[src/rtl/fetch_sequencer_pkg.sv]
// Shared definitions for the fetch sequencer: widths, fetch state encoding and next-PC selection.
package fetch_sequencer_pkg;

    localparam int WORD_SIZE      = 16;
    localparam int J_TARGET_BITS  = 12;
    localparam int BR_OFFSET_BITS = 8;

    typedef enum logic [1:0] {
        ST_IDLE   = 2'd0,
        ST_REQ    = 2'd1,
        ST_HOLD   = 2'd2,
        ST_HALTED = 2'd3
    } fetch_state_t;

    // Jump keeps the page bits of the current PC; branch is relative to PC+1.
    function automatic logic [WORD_SIZE-1:0] f_redirect_pc(
        input logic [WORD_SIZE-1:0]      pc,
        input logic                      jump,
        input logic [J_TARGET_BITS-1:0]  jump_target,
        input logic                      branch_taken,
        input logic [BR_OFFSET_BITS-1:0] branch_offset
    );
        logic [WORD_SIZE-1:0]        pc_inc;
        logic signed [WORD_SIZE-1:0] off_ext;
        pc_inc  = pc + WORD_SIZE'(1);
        off_ext = {{(WORD_SIZE-BR_OFFSET_BITS){branch_offset[BR_OFFSET_BITS-1]}}, branch_offset};
        if (jump) begin
            return {pc[WORD_SIZE-1:J_TARGET_BITS], jump_target};
        end else if (branch_taken) begin
            return pc_inc + off_ext;
        end
        return pc_inc;
    endfunction

endpackage

[src/rtl/fetch_sequencer_pc_register.sv]
// Program counter storage: asynchronous clear to 0, loads the next PC when enabled.
module pc_register
    import fetch_sequencer_pkg::*;
(
    input  logic                 i_clk,
    input  logic                 i_rst,
    input  logic                 i_load,
    input  logic [WORD_SIZE-1:0] i_next_pc,
    output logic [WORD_SIZE-1:0] o_pc
);

    logic [WORD_SIZE-1:0] r_pc;

    always_ff @(posedge i_clk or posedge i_rst) begin
        if (i_rst) begin
            r_pc <= '0;
        end else if (i_load) begin
            r_pc <= i_next_pc;
        end
    end

    assign o_pc = r_pc;

endmodule

[src/rtl/fetch_sequencer.sv]
// Instruction-fetch controller: request/ready to memory, valid/accept to decode, PC redirect.
// Define FETCH_INST_COUNT_EN to add the num_inst accepted-instruction counter port.
module fetch_sequencer
    import fetch_sequencer_pkg::*;
(
    input  logic                      clk,
    input  logic                      reset,
    output logic                      mem_req,
    output logic [WORD_SIZE-1:0]      mem_addr,
    input  logic                      mem_ready,
    input  logic [WORD_SIZE-1:0]      mem_data,
    output logic                      inst_valid,
    output logic [WORD_SIZE-1:0]      inst_data,
    output logic [WORD_SIZE-1:0]      inst_pc,
    input  logic                      inst_accept,
    input  logic                      jump,
    input  logic [J_TARGET_BITS-1:0]  jump_target,
    input  logic                      branch_taken,
    input  logic [BR_OFFSET_BITS-1:0] branch_offset,
    input  logic                      halt,
    output logic                      halted
`ifdef FETCH_INST_COUNT_EN
    ,
    output logic [WORD_SIZE-1:0]      num_inst
`endif
);

    fetch_state_t         r_state;
    logic                 r_mem_req;
    logic                 r_inst_valid;
    logic [WORD_SIZE-1:0] r_inst_data;
    logic [WORD_SIZE-1:0] r_inst_pc;
    logic                 r_halted;

    logic                 w_accept;
    logic                 w_pc_load;
    logic [WORD_SIZE-1:0] w_pc;
    logic [WORD_SIZE-1:0] w_next_pc;

    // Decode handshake and redirect fields only matter while an instruction is held.
    assign w_accept  = (r_state == ST_HOLD) && inst_accept;
    assign w_pc_load = w_accept && !halt;
    assign w_next_pc = f_redirect_pc(w_pc, jump, jump_target, branch_taken, branch_offset);

    pc_register u_pc_register (
        .i_clk     (clk),
        .i_rst     (reset),
        .i_load    (w_pc_load),
        .i_next_pc (w_next_pc),
        .o_pc      (w_pc)
    );

    always_ff @(posedge clk or posedge reset) begin
        if (reset) begin
            r_state      <= ST_IDLE;
            r_mem_req    <= 1'b0;
            r_inst_valid <= 1'b0;
            r_inst_data  <= '0;
            r_inst_pc    <= '0;
            r_halted     <= 1'b0;
        end else begin
            case (r_state)
                ST_IDLE: begin
                    r_state   <= ST_REQ;
                    r_mem_req <= 1'b1;
                end
                ST_REQ: begin
                    if (mem_ready) begin
                        r_inst_data  <= mem_data;
                        r_inst_pc    <= w_pc;
                        r_inst_valid <= 1'b1;
                        r_mem_req    <= 1'b0;
                        r_state      <= ST_HOLD;
                    end
                end
                ST_HOLD: begin
                    if (inst_accept) begin
                        r_inst_valid <= 1'b0;
                        if (halt) begin
                            r_halted <= 1'b1;
                            r_state  <= ST_HALTED;
                        end else begin
                            r_mem_req <= 1'b1;
                            r_state   <= ST_REQ;
                        end
                    end
                end
                ST_HALTED: begin
                    r_state <= ST_HALTED;
                end
                default: begin
                    r_state <= ST_IDLE;
                end
            endcase
        end
    end

    assign mem_req    = r_mem_req;
    assign mem_addr   = w_pc;
    assign inst_valid = r_inst_valid;
    assign inst_data  = r_inst_data;
    assign inst_pc    = r_inst_pc;
    assign halted     = r_halted;

`ifdef FETCH_INST_COUNT_EN
    logic [WORD_SIZE-1:0] r_num_inst;

    // Counts every accepted instruction, the halting one included.
    always_ff @(posedge clk or posedge reset) begin
        if (reset) begin
            r_num_inst <= '0;
        end else if (w_accept) begin
            r_num_inst <= r_num_inst + WORD_SIZE'(1);
        end
    end

    assign num_inst = r_num_inst;
`endif

endmodule

[config.mk]
export PLATFORM = sky130hd
export DESIGN_NAME = fetch_sequencer
export DESIGN_NICKNAME = d
export VERILOG_FILES = /design/src/rtl/fetch_sequencer_pkg.sv /design/src/rtl/fetch_sequencer_pc_register.sv /design/src/rtl/fetch_sequencer.sv
export SDC_FILE = /design/constraint.sdc
export NUM_CORES = 1
export LEC_CHECK = 0
export ABC_CLOCK_PERIOD_IN_PS = 3100
export CAP_MARGIN = 20
export CORE_ASPECT_RATIO = 0.6
export CORE_MARGIN = 2
export CORE_UTILIZATION = 30
export CTS_CLUSTER_SIZE = 25
export DETAILED_ROUTE_END_ITERATION = 8
export GPL_TIMING_DRIVEN = 0
export PLACE_DENSITY = 0.57
export SYNTH_ARGS = -nofsm -noshare
export SYNTH_HDL_FRONTEND = slang
export SYNTH_SLANG_ARGS = --single-unit
[constraint.sdc]
create_clock -name clk -period 3.1 [get_ports clk]
set_clock_uncertainty 0.1 [all_clocks]
set_input_delay 0.62 -clock clk [delete_from_list [all_inputs] [get_ports clk]]
set_output_delay 0.62 -clock clk [all_outputs]
set_load 0.1 [all_outputs]
==> metrics.txt, run 1 <==
hpwl dp 7650 um; Max Freq 332 MHz; kind of critical path register to register; largest family of logic cells by synthesized area compound AO/OA/AOI/OAI gates; Port Buf Inserts 93; die area roughly 12000 sq um; GRT overflow 0; GRT Total Usage 16.3%; Seq cells post-synth 53; part of the cycle the worst path needs 97.1%; DRT antenna net count 0; first-pass GRT wire length about 15000 um; depth of the CTS H-tree 2; WP data arrival 3.09 ns; final setup vio count 0; post-synthesis sequential area ratio 39.3%; placed instance area 4520 sq um; Synthesis Warnings 0; crit path launch type register; Post-Synth XOR/XNOR Area under 10%; largest area contributor in the netlist dfrtp_1; cells after synthesis 331; worst skew pair latency 0.29 ns; Worst-Margin Slew 1.01 ns; Ports 94; ys async rst share between 90% and 100%; CTS tree yes; Synth Area in Compound Gates 19.3%; VDD IR max 664 uV; relative slew slack 32.3%; crit-path max cell delay around 0.44 ns; initial antenna violation count 0; Primary FF master, synth dfrtp_1; # Max-Cap Violations 0; worst-case clock buffer depth 2; Layout area overhead 41.8%; Critical Path RT 3.18 ns; Avg Cell Area, Syn around 10 sq um; final cell count without fillers 577; drt total wl 9580 um; Simple-Gate Fraction of Synth Area 12.7%; Slew Viols, Final 0; Final min period 3.01 ns; CTS Hold Buffers Added 0; fin nets 500; Clock Tree Root clkbuf_16; commonest non-fill, non-tap cell in the layout clkdlybuf4s50_1; DR iter-0 viols 170; Post-Syn Area 3380 sq um; Synth area leaders dfrtp_1 39%, mux2_1 8.0%, ha_1 7.0%, a21oi_1 4.0%, xnor2_1 3.9%; DP Cell Count 564; mux cell area share after synthesis roughly 11%; Synthesized Nets 394; RePlAce Congestion 0.835; adder-cell share of the synthesized area around 7.6%; highest-count cells in the layout ignoring fill and taps 93 x clkdlybuf4s50_1, 41 x dfrtp_1, 28 x nand2_1, 24 x mux2_1, 23 x a21oi_1; worst hold path type register to register; Die Wd 141 um; drt pass-1 iters 4; RSZ-0062 raised after global routing true; Design Area, Final 4790 sq um; Rows 29; clock-pin transition on the worst setup and hold timing paths 0.07 ns; number of global-route vias before repair a little under 3000; Routed WL per cell roughly 17 um; share of cells above drive strength 1 between 10 and 15%; cells traversed along the worst timing path ha_1 > clkbuf_4 > nand3_1 > xnor2_2 > ha_1 > o211ai_1 > o211ai_1 > a21oi_2 > o311ai_4 > xnor2_1 > o21ai_2; clock sink count between 50 and 60; critical path's top delay family compound AO/OA/AOI/OAI gates; Final Hold Fails 0; cts bufs inserted 5; DRC 0; vias per inst just over 5; Worst Path Buf+Inv 1; largest net degree at the start of global routing 30; Starting Density 31.3%; status completed; Core Area 10800 sq um; post-synth top area share roughly 39%; CP Capture Type register; number of synthesized flops with an enable pin 0; n_diodes 0; library cells used by synthesis 55; highest-delay cell along the critical path dfrtp_2; Leak 2.10 nW; die height 86.2 um; crit-path max FO 9; Vias 2959; Pwr Density 949 nW/um^2
[state kept, by name, indices dropped and copies added (netlist names)]
name and cells:
halted 1, u_pc_register.o_pc 16, inst_pc 16, inst_valid 1
mem_req 1, r_state 2, inst_data 16
[path summary, 6_finish.rpt]
kind / to / startpoint / depth (start not counted) / slack, ns
setup / recovery: u_pc_register.o_pc[15] / u_pc_register.o_pc[0] / 11 / 0.09
hold reg to reg: halted / halted / 1 / 0.39
setup reg to reg: u_pc_register.o_pc[15] / u_pc_register.o_pc[0] / 11 / 0.09
min in group asynchronous: inst_data[10] / reset / 2 / 0.61
hold / removal: halted / halted / 1 / 0.39
max in group asynchronous: u_pc_register.o_pc[11] / reset / 3 / 1.72
[metrics by stage]
stage	hold WS [ns]	power, mW	setup WS, ns	util (%)	setup TNS (ns)
after global placement	0.359	3.82	-0.177	41.7	-2.66
final	0.387	4.54	0.0895	44.4	0
after CTS	0.396	4.51	0.00103	43.6	0
after floorplan	0.426	3.16	0.0126	-	0
after global routing	0.408	4.78	-0.0269	44.4	-0.0549
after detailed placement	0.381	3.84	-0.188	41.9	-0.706
[cells by family (layout without fill, tap and decap cells)]
logic type,count (synthesis),count (layout)
AO/OA/AOI/OAI,96,96
AND/OR/NAND/NOR,77,77
flip-flops,53,53
multiplexers,33,33
buffers and inverters,27,134
XOR/XNOR,25,25
adder cells (fa/ha/maj),20,20
[power by group]
part | switching (mW) | total [mW] | internal, mW
clock | 0.251 | 0.654 | 0.403
combinational | 2.03 | 2.81 | 0.781
sequential | 0.188 | 1.08 | 0.892
[per-layer routing]
layer  vias to the layer above  part of all wire, %  GRT usage [%]
li1                       1423                    -              -
met4                         0                 0.15           1.64
met1                      1437                   53           25.1
met3                         2                  8.0           5.58
met5                         -                    0              0
met2                        97                   39           22.4
[cell type report]
cell class	instances	area, sq um
inverters	13	48.8
flip-flops and latches	53	1340
multi-input cells	251	1990
clock buffers	6	139
plain buffers	13	60.1
fillers	1036	5990
clock inverters	2	37.5
repair buffers	100	996
well taps	139	174
[synthesized netlist by cell type, types with 2 or more instances]
cell type	n
mux2_2	6
mux2i_1	3
a21o_1	9
ha_1	19
nand4_1	3
a31oi_1	3
o21a_1	2
dfrtp_1	53
a21oi_1	27
o21ai_1	3
xor2_1	8
o31ai_1	3
o21ai_0	16
o211a_1	2
or3_1	3
o221ai_1	4
o211ai_1	7
and2_1	5
nand2b_1	2
o22ai_1	2
nand3_1	10
clkbuf_1	7
nor4_1	2
a22o_1	2
mux2_1	24
nor3_1	4
xnor2_1	15
nor2_1	10
nand2_1	28
o2bb2ai_1	2
and3_1	2
buf_2	7
a22oi_1	2
inv_1	13
xnor2_2	2
nand4_4	2
[timing repair]
item | 4_1_cts | 5_1_grt
resized for setup | 0 | 12
hold endpoints to repair | 0 | 0
setup endpoints to repair | 0 | 6
buffers inserted | 0 | 6
[worst register-to-register path, cell delays in order, from the launching register on]
cell and delay [ns]:
dfrtp_2 0.44, ha_1 0.16, clkbuf_4 0.20, nand3_1 0.13, xnor2_2 0.17, ha_1 0.39, o211ai_1 0.16, o211ai_1 0.42
a21oi_2 0.19, o311ai_4 0.31, xnor2_1 0.17, o21ai_2 0.06
Power figures use the tool's default switching activity.
==> inputs of run 2 (changes only) <==
CORE_MARGIN = not set   (was 2)
GPL_ROUTABILITY_DRIVEN = 1   (was not set)
==> metrics.txt, run 2 (synthesized netlist as in run 1, its figures left out) <==
status finished with violations; failing checks DRC; Final Hold Fails 0; Vias 2956; commonest non-fill, non-tap cell in the layout clkdlybuf4s50_1; Max Freq about 330 MHz; Design Power 4.50 mW; vias per inst a little over 5; depth of the CTS H-tree 2; filler cell count 1029; Final min period 3.01 ns; CTS tree yes; WP data arrival between 3 and 4 ns; Layout area overhead 40.6%; first-pass GRT wire length 15800 um; Ports 94; worst hold path startpoint halted; Port Buf Inserts 93; Worst-Margin Slew between 1 and 1.5 ns; die area 11700 sq um; Critical Path RT about 3.2 ns; DR iter-0 viols 175; cells traversed along the worst timing path ha_1 > clkbuf_4 > nand3_1 > xnor2_2 > ha_2 > o211ai_1 > o211ai_1 > a21oi_2 > o311ai_4 > xnor2_1 > o21ai_2; worst skew pair latency 0.29 ns; largest net degree at the start of global routing 30; clock sink count 53; Clock Tree Root clkbuf_16; highest-count cells in the layout ignoring fill and taps 93 x clkdlybuf4s50_1, 41 x dfrtp_1, 28 x nand2_1, 25 x a21oi_1, 24 x mux2_1; highest-delay cell along the critical path dfrtp_2; GRT Total Usage 17.1%; worst setup margin 0.0920 ns; part of the cycle the worst path needs 97.0%; hpwl dp 7550 um; Starting Density between 30% and 40%; clock-pin transition on the worst setup and hold timing paths 0.07 ns; Core Area 10700 sq um; # Max-Cap Violations 0; Hold Path Depth 1; FF-to-FF End u_pc_register.o_pc[15]; Worst path most repeated cell o211ai_1; worst-case clock buffer depth 2; Routed WL per cell 16.4 um; crit-path max FO 9; worst hold path type register to register; initial antenna violation count 0; Rows 29; number of global-route vias before repair 2976; GRT overflow 0; CP Capture Type register; hold path endpoint halted; RePlAce Congestion 0.820; cts bufs inserted 5; Reg2Reg Setup Slack 0.09 ns; Slew Viols, Final 0; relative slew slack 31.2%; drt pass-1 iters 8; die height 84.2 um; VDD IR max between 600 and 700 uV; DP Worst Slack -0.215 ns; Die Wd 139 um; reg2reg start u_pc_register.o_pc[0]; share of cells above drive strength 1 12.6%; drt total wl 9490 um; crit-path max cell delay 0.45 ns; Register-to-Register Path Depth 11; n_diodes 0; Pwr Density 948 nW/um^2; final setup vio count 0; DRT antenna net count 0; Leak 2.09 nW; kind of critical path register to register; fin nets 500; DRC 2; crit path launch type register
## run 2: cell count changes in the layout (fill, tap and decap cells not counted)
cell / delta
a21oi_1: +2
a21oi_2: -2
clkbuf_1: +1
clkbuf_8: -1
clkinv_2: +1
clkinvlp_4: -1
xnor2_1: +1
xnor2_4: -1
## run 2: metrics by stage
step           area, sq um  setup TNS (ns)  util (%)  instances  hold WS (ns)
2_1_floorplan         3390               0         -        331         0.426
3_3_place_gp          4500           -2.52      41.9        563         0.355
3_5_place_dp          4520          -0.788      42.1        564         0.363
4_1_cts               4690               0      43.7        573         0.383
5_1_grt               4750         -0.0303      44.2        577         0.407
6_report              4750               0      44.2        577         0.374
## run 2: worst max path at each step
stage	from	endpoint	slack, ns	depth (start not counted)
after global routing	u_pc_register.o_pc[0]	u_pc_register.o_pc[15]	-0.02	11
after CTS	u_pc_register.o_pc[1]	u_pc_register.o_pc[15]	0.00007	11
after global placement	branch_offset[0]	u_pc_register.o_pc[14]	-0.17	9
after detailed placement	branch_offset[7]	u_pc_register.o_pc[15]	-0.22	8
final	u_pc_register.o_pc[0]	u_pc_register.o_pc[15]	0.09	11
after floorplan	u_pc_register.o_pc[2]	u_pc_register.o_pc[15]	0.01	12
## run 2: final cells by class
cell class              count  area (sq um)  share of cell area (%)
plain buffers              13          60.1                    1.26
repair buffers            100           996                    21.0
clock inverters             2          35.0                   0.738
multi-input cells         251          1960                    41.4
clock buffers               6           129                    2.71
flip-flops and latches     53          1340                    28.2
inverters                  13          48.8                    1.03
well taps                 139           174                    3.66
## run 2: power breakdown
part / total (mW) / internal (mW) / switching (mW)
combinational: 2.80 / 0.777 / 2.02
clock: 0.627 / 0.380 / 0.247
sequential: 1.07 / 0.892 / 0.180
total: 4.50 / 2.05 / 2.45
## run 2: worst max-delay path, delay by kind of cell (launching register included)
family	cells	cell delay (ns)
compound gates	5	1.10
fa+ha+maj	2	0.55
flops	1	0.45
xor+xnor	2	0.35
buf+inv	1	0.20
simple gates	1	0.13
## run 2: metal layers
layer / track usage [%] / vias to the layer above / share of wire [%]
met1: 26.1 / 1435 / 52
met5: 0 / - / 0
met3: 5.31 / 2 / 8.8
met4: 1.52 / 0 / 0.084
li1: - / 1429 / -
met2: 23.9 / 90 / 39
## run 2: timing repair
action                                  4_1_cts  5_1_grt
setup buffers                                 1        5
resized for setup                             0        8
pin swaps                                     1        2
endpoints found under the setup margin        1        6
hold buffers                                  0        0
==> inputs of run 3 (changes only) <==
PLACE_DENSITY = 0.59   (was 0.57)
==> metrics.txt, run 3 (synthesized netlist as in run 1, its figures left out) <==
switch share 55.0%; Vias approximately 3000; highest-delay cell along the critical path a2111o_1; reg2reg start u_pc_register.o_pc[0]; kind of critical path register to register; Core Area 10700 sq um; DRC 4; cells traversed along the worst timing path ha_1 > clkbuf_4 > nand2_1 > xnor2_2 > ha_1 > a21oi_1 > o211ai_1 > a2111o_1 > a21o_1 > a21oi_1 > o21ai_1; Reg power frac 23.8%; filler cell count 1021; largest net degree at the start of global routing 33; Comb pwr share 64.2%; crit-path max cell delay 0.44 ns; Design Area, Final 4810 sq um; critical path's top delay family compound AO/OA/AOI/OAI gates; highest-count cells in the layout ignoring fill and taps 93 x clkdlybuf4s50_1, 41 x dfrtp_1, 28 x nand2_1, 25 x a21oi_1, 24 x mux2_1; worst skew pair latency 0.29 ns; Hold Path Depth 1; internal power 2.01 mW; GRT Total Usage 16.8%; Ports 94; die height 84.2 um; CP Capture Type register; clock-pin transition on the worst setup and hold timing paths 0.06 ns; Starting Density 31.4%; clock sink count 53; setup TNS 0 ns; Rows 29; # Max-Cap Violations 0; status finished with violations; number of global-route vias before repair 2858; worst hold path type register to register; WP data arrival roughly 3 ns; top sig layer met4; CTS Hold Buffers Added 0; hold path endpoint halted; Final Hold Fails 0; worst-case clock buffer depth 2; relative slew slack 30.9%; part of the cycle the worst path needs between 90% and 100%; RePlAce Congestion 0.833; crit path launch type register; Worst-Margin Slew 1.03 ns; commonest non-fill, non-tap cell in the layout clkdlybuf4s50_1; n_diodes 0; VDD IR max around 730 uV; Final min period 2.90 ns; Net Switching 2.46 mW; FF-to-FF End u_pc_register.o_pc[11]; Critical Path RT about 3.2 ns; met3 wire length 710 um; Pwr Density 930 nW/um^2; Metal-1 WL 4930 um; DR iter-0 viols 141; clock power share approximately an eighth; first-pass GRT wire length around 15000 um; worst hold path startpoint halted; failing checks DRC; vias per inst 5.09; Routed WL per cell approximately 16 um; Clock Tree Root clkbuf_16; crit-path max FO 9; DRT antenna net count 0; depth of the CTS H-tree 2; Worst Path Buf+Inv 1; hpwl dp approximately 7500 um; drt total wl approximately 9500 um; share of cells above drive strength 1 13.9%; CTS tree yes; GRT overflow 0; Register-to-Register Path Depth 11; fin nets approximately 510; cts bufs inserted 5; Slew Viols, Final 0; die area 11700 sq um; Leak roughly 2.1 nW; Reg2Reg Setup Slack 0.20 ns; Port Buf Inserts between 90 and 100; met2 wire len 3790 um; initial antenna violation count 0; Max Freq around 340 MHz; Die Wd 139 um; placed instance area about 4500 sq um; drt pass-1 iters 9; Layout area overhead 42.4%; final setup vio count 0
## run 3: changes by cell type in the layout (fill, tap and decap cells not counted), sizes merged
| cell | previous run | this run |
|---|---|---|
| buf | 13 | 20 |
| bufinv | 1 | 0 |
| clkbuf | 13 | 15 |
| clkinv | 1 | 0 |
## run 3: worst max path at each step
| stage | from | to | slack, ns | cells after the start |
|---|---|---|---|---|
| 4_1_cts | u_pc_register.o_pc[1] | u_pc_register.o_pc[11] | 0.02 | 11 |
| 6_report | u_pc_register.o_pc[0] | u_pc_register.o_pc[11] | 0.20 | 11 |
| 5_1_grt | u_pc_register.o_pc[0] | u_pc_register.o_pc[11] | -0.001 | 11 |
| 3_3_place_gp | branch_offset[0] | u_pc_register.o_pc[14] | -0.17 | 9 |
| 2_1_floorplan | u_pc_register.o_pc[2] | u_pc_register.o_pc[15] | 0.01 | 12 |
| 3_5_place_dp | branch_offset[0] | u_pc_register.o_pc[14] | -0.20 | 9 |
## run 3: routing by layer
metal  global-route usage, %  vias up
met5                       0        -
li1                        -     1440
met3                    5.19        7
met1                    25.4     1431
met4                    2.73        0
met2                    23.4       95
## run 3: area by class of cell
type	instances	area (sq um)	share of cell area, %
inverters	13	48.8	1.01
clock buffers	8	136	2.84
plain buffers	13	60.1	1.25
multi-input cells	251	2000	41.6
flip-flops and latches	53	1340	27.9
well taps	139	174	3.62
repair buffers	107	1050	21.8
## run 3: repair_timing
item / in CTS / in global routing
resized for setup: 1 / 11
setup buffers: 2 / 11
pin swaps: 1 / 4
endpoints found under the setup margin: 1 / 7
## run 3: power by group through the flow
| stage | sequential, mW | clock [mW] | combinational (mW) |
|---|---|---|---|
| after floorplan | 2.46 | 0 | 0.695 |
| after global placement | 1.07 | 0 | 2.74 |
| after detailed placement | 1.08 | 0 | 2.76 |
| after CTS | 1.07 | 0.554 | 2.77 |
| after global routing | 1.10 | 0.589 | 3.01 |
| final | 1.07 | 0.537 | 2.87 |
## run 3: through the flow
step | setup slack, ns | power [mW] | hold WS, ns | utilization, % | cells
after global routing | -0.00150 | 4.70 | 0.412 | 44.8 | 584
after global placement | -0.170 | 3.81 | 0.365 | 41.9 | 563
after CTS | 0.0245 | 4.40 | 0.379 | 43.5 | 574
after floorplan | 0.0126 | 3.16 | 0.426 | - | 331
final | 0.197 | 4.48 | 0.382 | 44.8 | 584
after detailed placement | -0.197 | 3.84 | 0.364 | 42.1 | 564
## run 3: worst reg2reg max path: stages, from the launching register on
cell and delay, ns:
dfrtp_2 0.43, ha_1 0.16, clkbuf_4 0.21, nand2_1 0.11
xnor2_2 0.15, ha_1 0.37, a21oi_1 0.20, o211ai_1 0.21
a2111o_1 0.44, a21o_1 0.18, a21oi_1 0.15, o21ai_1 0.07
